==> config.mk <==
export PLATFORM = sky130hd
export DESIGN_NAME = cla_serial_sub
export DESIGN_NICKNAME = d
export VERILOG_FILES = /design/src/rtl/cla_serial_sub.sv
export SDC_FILE = /design/constraint.sdc
export NUM_CORES = 1
export LEC_CHECK = 0
export CAP_MARGIN = 10
export CORE_ASPECT_RATIO = 1.75
export CORE_MARGIN = 3
export CORE_UTILIZATION = 40
export DETAILED_ROUTE_END_ITERATION = 16
export GPL_ROUTABILITY_DRIVEN = 0
export GPL_TIMING_DRIVEN = 0
export HOLD_SLACK_MARGIN = 0.08
export PLACE_DENSITY = 0.76
export SLEW_MARGIN = 40
export SYNTH_ARGS = -nofsm -noshare
export SYNTH_HDL_FRONTEND = slang
export SYNTH_SLANG_ARGS = --single-unit
==> constraint.sdc <==
create_clock -name clk -period 2.8 [get_ports clk]
set_clock_uncertainty 0.1 [all_clocks]
set_input_delay 0.56 -clock clk [delete_from_list [all_inputs] [get_ports clk]]
set_output_delay 0.56 -clock clk [all_outputs]
set_load 0.05 [all_outputs]
==> src/rtl/cla_serial_sub.sv <==
// rtl/cla_serial_sub.sv - digit-serial subtractor, one 4-bit lookahead slice per clock, LSB nibble first
// Optional signed-overflow output is built only when SUB_OVF_EN is defined.
module cla_serial_sub #(
    parameter int WIDTH = 16
) (
    input  logic             clk,
    input  logic             rst_n,
    input  logic             start,
    input  logic [WIDTH-1:0] a,
    input  logic [WIDTH-1:0] b,
    output logic             busy,
    output logic             done,
    output logic [WIDTH-1:0] diff,
    output logic             borrow
`ifdef SUB_OVF_EN
    ,
    output logic             ovf
`endif
);

    localparam int NIB = WIDTH / 4;
    localparam int CW  = (NIB > 1) ? $clog2(NIB) : 1;
    localparam int MSB = WIDTH - 1;
    localparam logic [CW-1:0] LAST = CW'(NIB - 1);

    typedef enum logic [1:0] {
        S_IDLE = 2'd0,
        S_RUN  = 2'd1,
        S_DONE = 2'd2
    } state_t;

    state_t           state_q, state_d;
    logic [WIDTH-1:0] a_q, a_d;
    logic [WIDTH-1:0] nb_q, nb_d;
    logic [WIDTH-1:0] work_q, work_d;
    logic [WIDTH-1:0] diff_q, diff_d;
    logic             carry_q, carry_d;
    logic [CW-1:0]    cnt_q, cnt_d;
    logic             borrow_q, borrow_d;
    logic             busy_q, busy_d;
    logic             done_q, done_d;
`ifdef SUB_OVF_EN
    logic             ovf_q, ovf_d;
`endif

    // Shared 4-bit lookahead slice, fed by the nibble selected by cnt_q.
    logic [CW+1:0] idx;
    logic [3:0]    sl_a, sl_b, sl_p, sl_g, sl_sum;
    logic          sl_cin, sl_c1, sl_c2, sl_c3, sl_c4;

    always_comb begin
        idx    = {cnt_q, 2'b00};
        sl_a   = a_q[idx +: 4];
        sl_b   = nb_q[idx +: 4];
        sl_cin = carry_q;
        sl_p   = sl_a ^ sl_b;
        sl_g   = sl_a & sl_b;
        sl_c1  = sl_g[0] | (sl_p[0] & sl_cin);
        sl_c2  = sl_g[1] | (sl_p[1] & sl_g[0]) | (sl_p[1] & sl_p[0] & sl_cin);
        sl_c3  = sl_g[2] | (sl_p[2] & sl_g[1]) | (sl_p[2] & sl_p[1] & sl_g[0])
               | (sl_p[2] & sl_p[1] & sl_p[0] & sl_cin);
        sl_c4  = sl_g[3] | (sl_p[3] & sl_g[2]) | (sl_p[3] & sl_p[2] & sl_g[1])
               | (sl_p[3] & sl_p[2] & sl_p[1] & sl_g[0])
               | (&sl_p & sl_cin);
        sl_sum = sl_p ^ {sl_c3, sl_c2, sl_c1, sl_cin};
    end

    always_comb begin
        state_d  = state_q;
        a_d      = a_q;
        nb_d     = nb_q;
        work_d   = work_q;
        diff_d   = diff_q;
        carry_d  = carry_q;
        cnt_d    = cnt_q;
        borrow_d = borrow_q;
`ifdef SUB_OVF_EN
        ovf_d    = ovf_q;
`endif
        case (state_q)
            S_IDLE: begin
                if (start) begin
                    a_d     = a;
                    nb_d    = ~b;
                    carry_d = 1'b1;
                    cnt_d   = '0;
                    state_d = S_RUN;
                end
            end
            S_RUN: begin
                work_d[idx +: 4] = sl_sum;
                carry_d          = sl_c4;
                cnt_d            = cnt_q + CW'(1);
                // Result registers load on entry to DONE so they are valid while done is high.
                if (cnt_q == LAST) begin
                    cnt_d    = '0;
                    diff_d   = work_d;
                    borrow_d = ~sl_c4;
`ifdef SUB_OVF_EN
                    // b's sign is ~nb_q[MSB], so "signs differ" reduces to a_q[MSB] == nb_q[MSB].
                    ovf_d    = ~(a_q[MSB] ^ nb_q[MSB]) & (work_d[MSB] ^ a_q[MSB]);
`endif
                    state_d  = S_DONE;
                end
            end
            S_DONE: begin
                state_d = S_IDLE;
            end
            default: begin
                state_d = S_IDLE;
            end
        endcase
        busy_d = (state_d != S_IDLE);
        done_d = (state_d == S_DONE);
    end

    always_ff @(posedge clk or negedge rst_n) begin
        if (!rst_n) begin
            state_q  <= S_IDLE;
            a_q      <= '0;
            nb_q     <= '0;
            work_q   <= '0;
            diff_q   <= '0;
            carry_q  <= 1'b0;
            cnt_q    <= '0;
            borrow_q <= 1'b0;
            busy_q   <= 1'b0;
            done_q   <= 1'b0;
`ifdef SUB_OVF_EN
            ovf_q    <= 1'b0;
`endif
        end else begin
            state_q  <= state_d;
            a_q      <= a_d;
            nb_q     <= nb_d;
            work_q   <= work_d;
            diff_q   <= diff_d;
            carry_q  <= carry_d;
            cnt_q    <= cnt_d;
            borrow_q <= borrow_d;
            busy_q   <= busy_d;
            done_q   <= done_d;
`ifdef SUB_OVF_EN
            ovf_q    <= ovf_d;
`endif
        end
    end

    assign busy   = busy_q;
    assign done   = done_q;
    assign diff   = diff_q;
    assign borrow = borrow_q;
`ifdef SUB_OVF_EN
    assign ovf    = ovf_q;
`endif

endmodule

After elaboration in Yosys (flattened, before gate mapping)

Cells that the tools add are included.

$add $sub $neg: 2
Eq/ne operators: 4
Shifts and indexed selects: 4
Mux-type cells: 9
Bitwise logic cells: 30
Reductions and logical operators: 7

Operators with widths:

| kind                                                 | count |
|---|---|
| indexed part select 16 x 5 -> 4 bit                  | 2 |
| bitwise mux 16 bit                                   | 1 |
| NOT 16 bit                                           | 1 |
| variable shift 4 x 6 -> 16 bit, first input constant | 1 |
| indexed part select 4 x 6 -> 16 bit                  | 1 |
| AND 1 bit                                            | 15 |
| OR 1 bit                                             | 10 |
| two-way mux 2 bit                                    | 4 |
| one-hot mux 2 bit (2 select lines)                   | 2 |
| bitwise XOR 4 bit                                    | 2 |
| negator 4 -> 6 bit                                   | 1 |
| AND reduction 2 bit                                  | 3 |
| AND 4 bit                                            | 1 |
| == test 2 bit, second input constant                 | 2 |
| AND reduction 4 bit                                  | 1 |
| nonzero test 2 bit                                   | 2 |
| adder 2 x 1 -> 2 bit, second input constant          | 1 |
| == test 2 x 1 -> 1 bit, second input constant        | 1 |
| zero test 2 bit                                      | 1 |
| inequality test 2 bit, second input constant         | 1 |
| one-hot mux 1 bit (2 select lines)                   | 1 |
| two-way mux 1 bit                                    | 1 |
| NOT 1 bit                                            | 1 |

Bits in registers: 72
Bits of input ports: 35
Word-level logic and storage cells: 66

Longest topological paths before layout

Depth after elaboration: 9
Depth in mapped cells: 8
Depth with buffers taken out: 6

Least setup slack after synthesis

Ideal clock, no wire load.

Kind: register -> register
Start point: register cnt_q[0]
End point: register work_q[14]
Library setup time: 0.122 ns
Arrival: 2.527 ns
Data required time: 2.578 ns
Path slack: 0.052 ns
Stages on the path, launching flop included: 9
Path buffers: 2
Path through: dfrtp_1 -> buf_6 -> buf_2 -> mux4_2 -> ha_1 -> a21o_1 -> a21oi_4 -> xnor2_1 -> a32o_1

Cells in the longest elaborated chain, start to end: 9

RTL lines:

| item                                                          | line   | source |
|---|---|---|
| start, declared                                               | 38     | `logic [CW-1:0] cnt_q, cnt_d;` |
| start signal, assigned                                        | 139    | `cnt_q <= cnt_d;` |
| indexed part select 16 x 5 -> 4 bit, on equally long branches | 53, 54 |  |
| bitwise XOR 4 bit or AND 4 bit (tied branches)                | 56, 57 |  |
| AND 1 bit, on equally long branches                           | 60, 61 |  |
| OR 1 bit (tied with other cells)                              | 60     | `sl_c3 = sl_g[2] \| (sl_p[2] & sl_g[1]) \| (sl_p[2] & sl_p[1] & sl_g[0])` |
| OR 1 bit or AND 1 bit (tied branches)                         | 60, 61 |  |
| OR 1 bit                                                      | 61     | `\| (sl_p[2] & sl_p[1] & sl_p[0] & sl_cin);` |
| bitwise XOR 4 bit                                             | 65     | `sl_sum = sl_p ^ {sl_c3, sl_c2, sl_c1, sl_cin};` |
| indexed part select 4 x 6 -> 16 bit                           | 91     | `work_d[idx +: 4] = sl_sum;` |
| bitwise mux 16 bit *                                          | 91     |  |
| end signal, assigned                                          | 136    | `work_q <= work_d;` |
| end, declared                                                 | 35     | `logic [WIDTH-1:0] work_q, work_d;` |

Every way passes the cells marked *; elsewhere a longest branch is shown, timed or not.
A chain may end at the register's enable or synchronous reset.

Worst setup path in the final report

Start point: register cnt_q[0]
End point: register work_q[15]

Same word-level chain as after synthesis.

==> results by group <==
Final layout
  – Finished Layout Cells: 469
  – Layout area overhead: 30.1%
  – Final net count: 400
  – Share of layout cells above drive strength 1: 19.8%
  – Fillers: 704
  – # diodes: 0

Global routing
  – Gr ovfl total: 0
  – Vias in the first global route: around 2,600
  – Largest net degree at the start of global routing: 41
  – Initial antenna violation count: 0
  – Total track usage: 17.6%
  – Global-route wire length before repair: between 10 and 15 mm

Die
  – Cell row count: 44
  – Die area: 0.00978 mm2
  – Die width: 76.1 um
  – Initial Utilization: about two fifths
  – Core ar.: 0.00831 mm2
  – # IOs: 54
  – Die Y: roughly 130 um

Routing
  – Post-route ant nets: 0
  – Starting DRT DRC Count: roughly 140
  – Vias: 2,502
  – First-pass iteration count of the detailed router: 4
  – Wire per inst: roughly 17 um
  – Residual DRC: 0
  – Total wire length: 7.76 mm
  – Vias per cell: around 5.3

Clock tree
  – CTS H-tree depth: 3
  – CTS buffer count: 9
  – CTS Sinks: 72
  – CTS clock-pin slew for the worst setup and hold paths: 0.05 ns
  – Clock Root Buffer: clkbuf_16
  – Clock Latency Late Sink: 0.34 ns
  – CTS tree: built
  – Deepest clock path buffer count: 2

STA
  – Slew Viols, Final: 0
  – Endpoints failing hold: 0
  – Final worst-path cycle share: between 90 and 100%
  – Final min period: 2.69 ns
  – Slew headroom: between 60% and 70%
  – Worst setup margin: ~0.11 ns
  – Measured slew at the worst slew-check pin: 0.515 ns
  – Highest clock rate: roughly 370 MHz
  – Final setup fails: 0
  – RSZ-0062 raised after global routing: false

Synth
  – Top cell type's share of synthesized area: 52.4%
  – Largest family of logic cells by synthesized area: compound AO/OA/AOI/OAI gates
  – Seq/Total Area, Yosys: 52.4%
  – Synth top cells by count: dfrtp_1 (72), nor2_1 (38), a21oi_1 (19), mux2_2 (16), a32o_1 (12)
  – Top cells by area, synth: dfrtp_1 (52%), mux2_2 (5.2%), mux4_2 (5.2%)
  – Adder-cell share of the synthesized area: 4.59%
  – Most frequent cell after synthesis: dfrtp_1
  – Avg Synthesized Cell Area: 12.2 um2
  – Synth Area in XOR/XNOR: 1.24%
  – Mapped Area: between 0.003 and 0.004 mm2
  – Synth Area in Compound Gates: 14.8%
  – Yosys top cell by area: dfrtp_1
  – Cells after Synth: 282
  – Syn Nets: about 330
  – Multiplexer share of the synthesized area: 11.6%
  – Most used DFF post-synth: dfrtp_1
  – Async S/R FF share, synth: 100%
  – Yosys reg bits: 72
  – Ys Warns: 0
  – Cell variety after synth: 40
  – Synth Area in Simple Gates: 11.7%
  – Number of synthesized flops with an enable pin: 0

Setup path
  – Worst reg2reg path depth: 7
  – WP buf/inv: 1
  – Worst path cell trace: buf_12 > mux4_2 > ha_1 > a41o_1 > a21oi_4 > xnor2_4 > a32o_1
  – Worst EP arrival: between 2 and 3 ns
  – WS Path Type: reg2reg
  – Worst path depth: 7
  – Critical-path top delay cell: mux4_2
  – CP max stage delay: 0.58 ns
  – Worst Setup End Kind: flop
  – Req. time, crit path: about 3 ns
  – CP Launch Type: flop
  – CP Max Fanout: 15
  – Largest delay share family, worst path: compound AO/OA/AOI/OAI gates

Hold path
  – Hold Crit Class: reg2reg
  – Hold depth: 2

Place
  – Post-Place Cells: between 400 and 500
  – IO buf count: 53
  – Hpwl dp: approximately 6 mm
  – Worst slack, placed: -0.345 ns

Run status
  – Status: complete, no violations

Run
  – Max Cap Violations: 0
[metal layers]
| metal | GRT usage, % | vias up | part of all wire, % | routed length [um] |
|---|---|---|---|---|
| met2 | 32.5 | 55 | 57 | 4430 |
| met3 | 4.41 | 15 | 3.9 | 300 |
| met4 | 8.75 | 0 | 3.1 | 240 |
| met5 | 0 | - | 0 | 0 |
| li1 | - | 1171 | - | - |
| met1 | 18.5 | 1261 | 36 | 2780 |
[registers in the layout (all words and copies together) (netlist names)]
register,cells
state_q,2
done,1
busy,1
nb_q,16
borrow,1
carry_q,1
work_q,16
diff,16
cnt_q,2
a_q,16
[cell type report]
cell class,instances,area (um2),share of cell area [%]
clock buffer,11,243,5.43
multi-input combinational,182,1540,34.4
buffer,16,87.6,1.96
inverter,11,41.3,0.923
timing repair buffer,61,607,13.6
sequential,72,1800,40.3
clock inverter,1,7.51,0.168
tap,115,144,3.22
[metrics by stage]
step | TNS [ns] | utilization [%] | hold slack [ns] | instance area [um2]
6_report | 0 | 53.8 | 0.390 | 4470
3_3_place_gp | -98.09 | 49.5 | 0.370 | 4110
2_1_floorplan | 0 | - | 0.164 | 3440
4_1_cts | 0 | 53.2 | 0.382 | 4420
5_1_grt | 0 | 53.8 | 0.401 | 4470
3_5_place_dp | -5.63 | 49.7 | 0.361 | 4130
[what timing repair did]
item,CTS,global route
endpoints found under the setup margin,31,12
endpoints found under the hold margin,32,0
gates resized for setup,5,3
hold buffers,1,0
pin swaps,1,0
buffers inserted,2,4
[worst register-to-register path: stages (launching register included)]
cell,delay (ns)
dfrtp_2,0.41
buf_12,0.17
mux4_2,0.58
ha_1,0.35
a41o_1,0.28
a21oi_4,0.25
xnor2_4,0.14
a32o_1,0.29
[kinds of logic after synthesis]
group                      count (synthesis)
buffers and inverters                     28
xor gates and xnor gates                   4
and+or+nand+nor                           74
muxes                                     28
AOI/OAI and AO/OA                         64
DFF                                       72
adders and majority gates                 12
[cell usage in the layout, fill, tap and decap left out, types with 5 or more instances in the layout]
master / n
nand2_1: 9
ha_1: 11
a21oi_1: 19
inv_1: 8
buf_4: 6
o31ai_1: 5
clkbuf_1: 7
nand2b_1: 5
clkdlybuf4s50_1: 52
mux4_2: 8
nor2_1: 38
nand3b_1: 6
clkbuf_16: 9
a32o_1: 12
mux2_2: 16
dfrtp_1: 71
buf_2: 7
a221oi_1: 8
[worst paths after layout]
check | start | end | slack [ns]
worst max register to register | cnt_q[0]$_DFFE_PN0P_ | work_q[15]$_DFFE_PN0P_ | 0.11
max in group asynchronous | rst_n | diff[14]$_DFFE_PN0P_ | 1.52
worst min-delay path | borrow$_DFFE_PN0P_ | borrow$_DFFE_PN0P_ | 0.39
min in group asynchronous | rst_n | diff[8]$_DFFE_PN0P_ | 0.58
worst max-delay path | cnt_q[0]$_DFFE_PN0P_ | work_q[15]$_DFFE_PN0P_ | 0.11
worst min register to register | borrow$_DFFE_PN0P_ | borrow$_DFFE_PN0P_ | 0.39
Power is not shown: default switching activity piles up to over one toggle a cycle in this logic, so the estimate is an artifact.
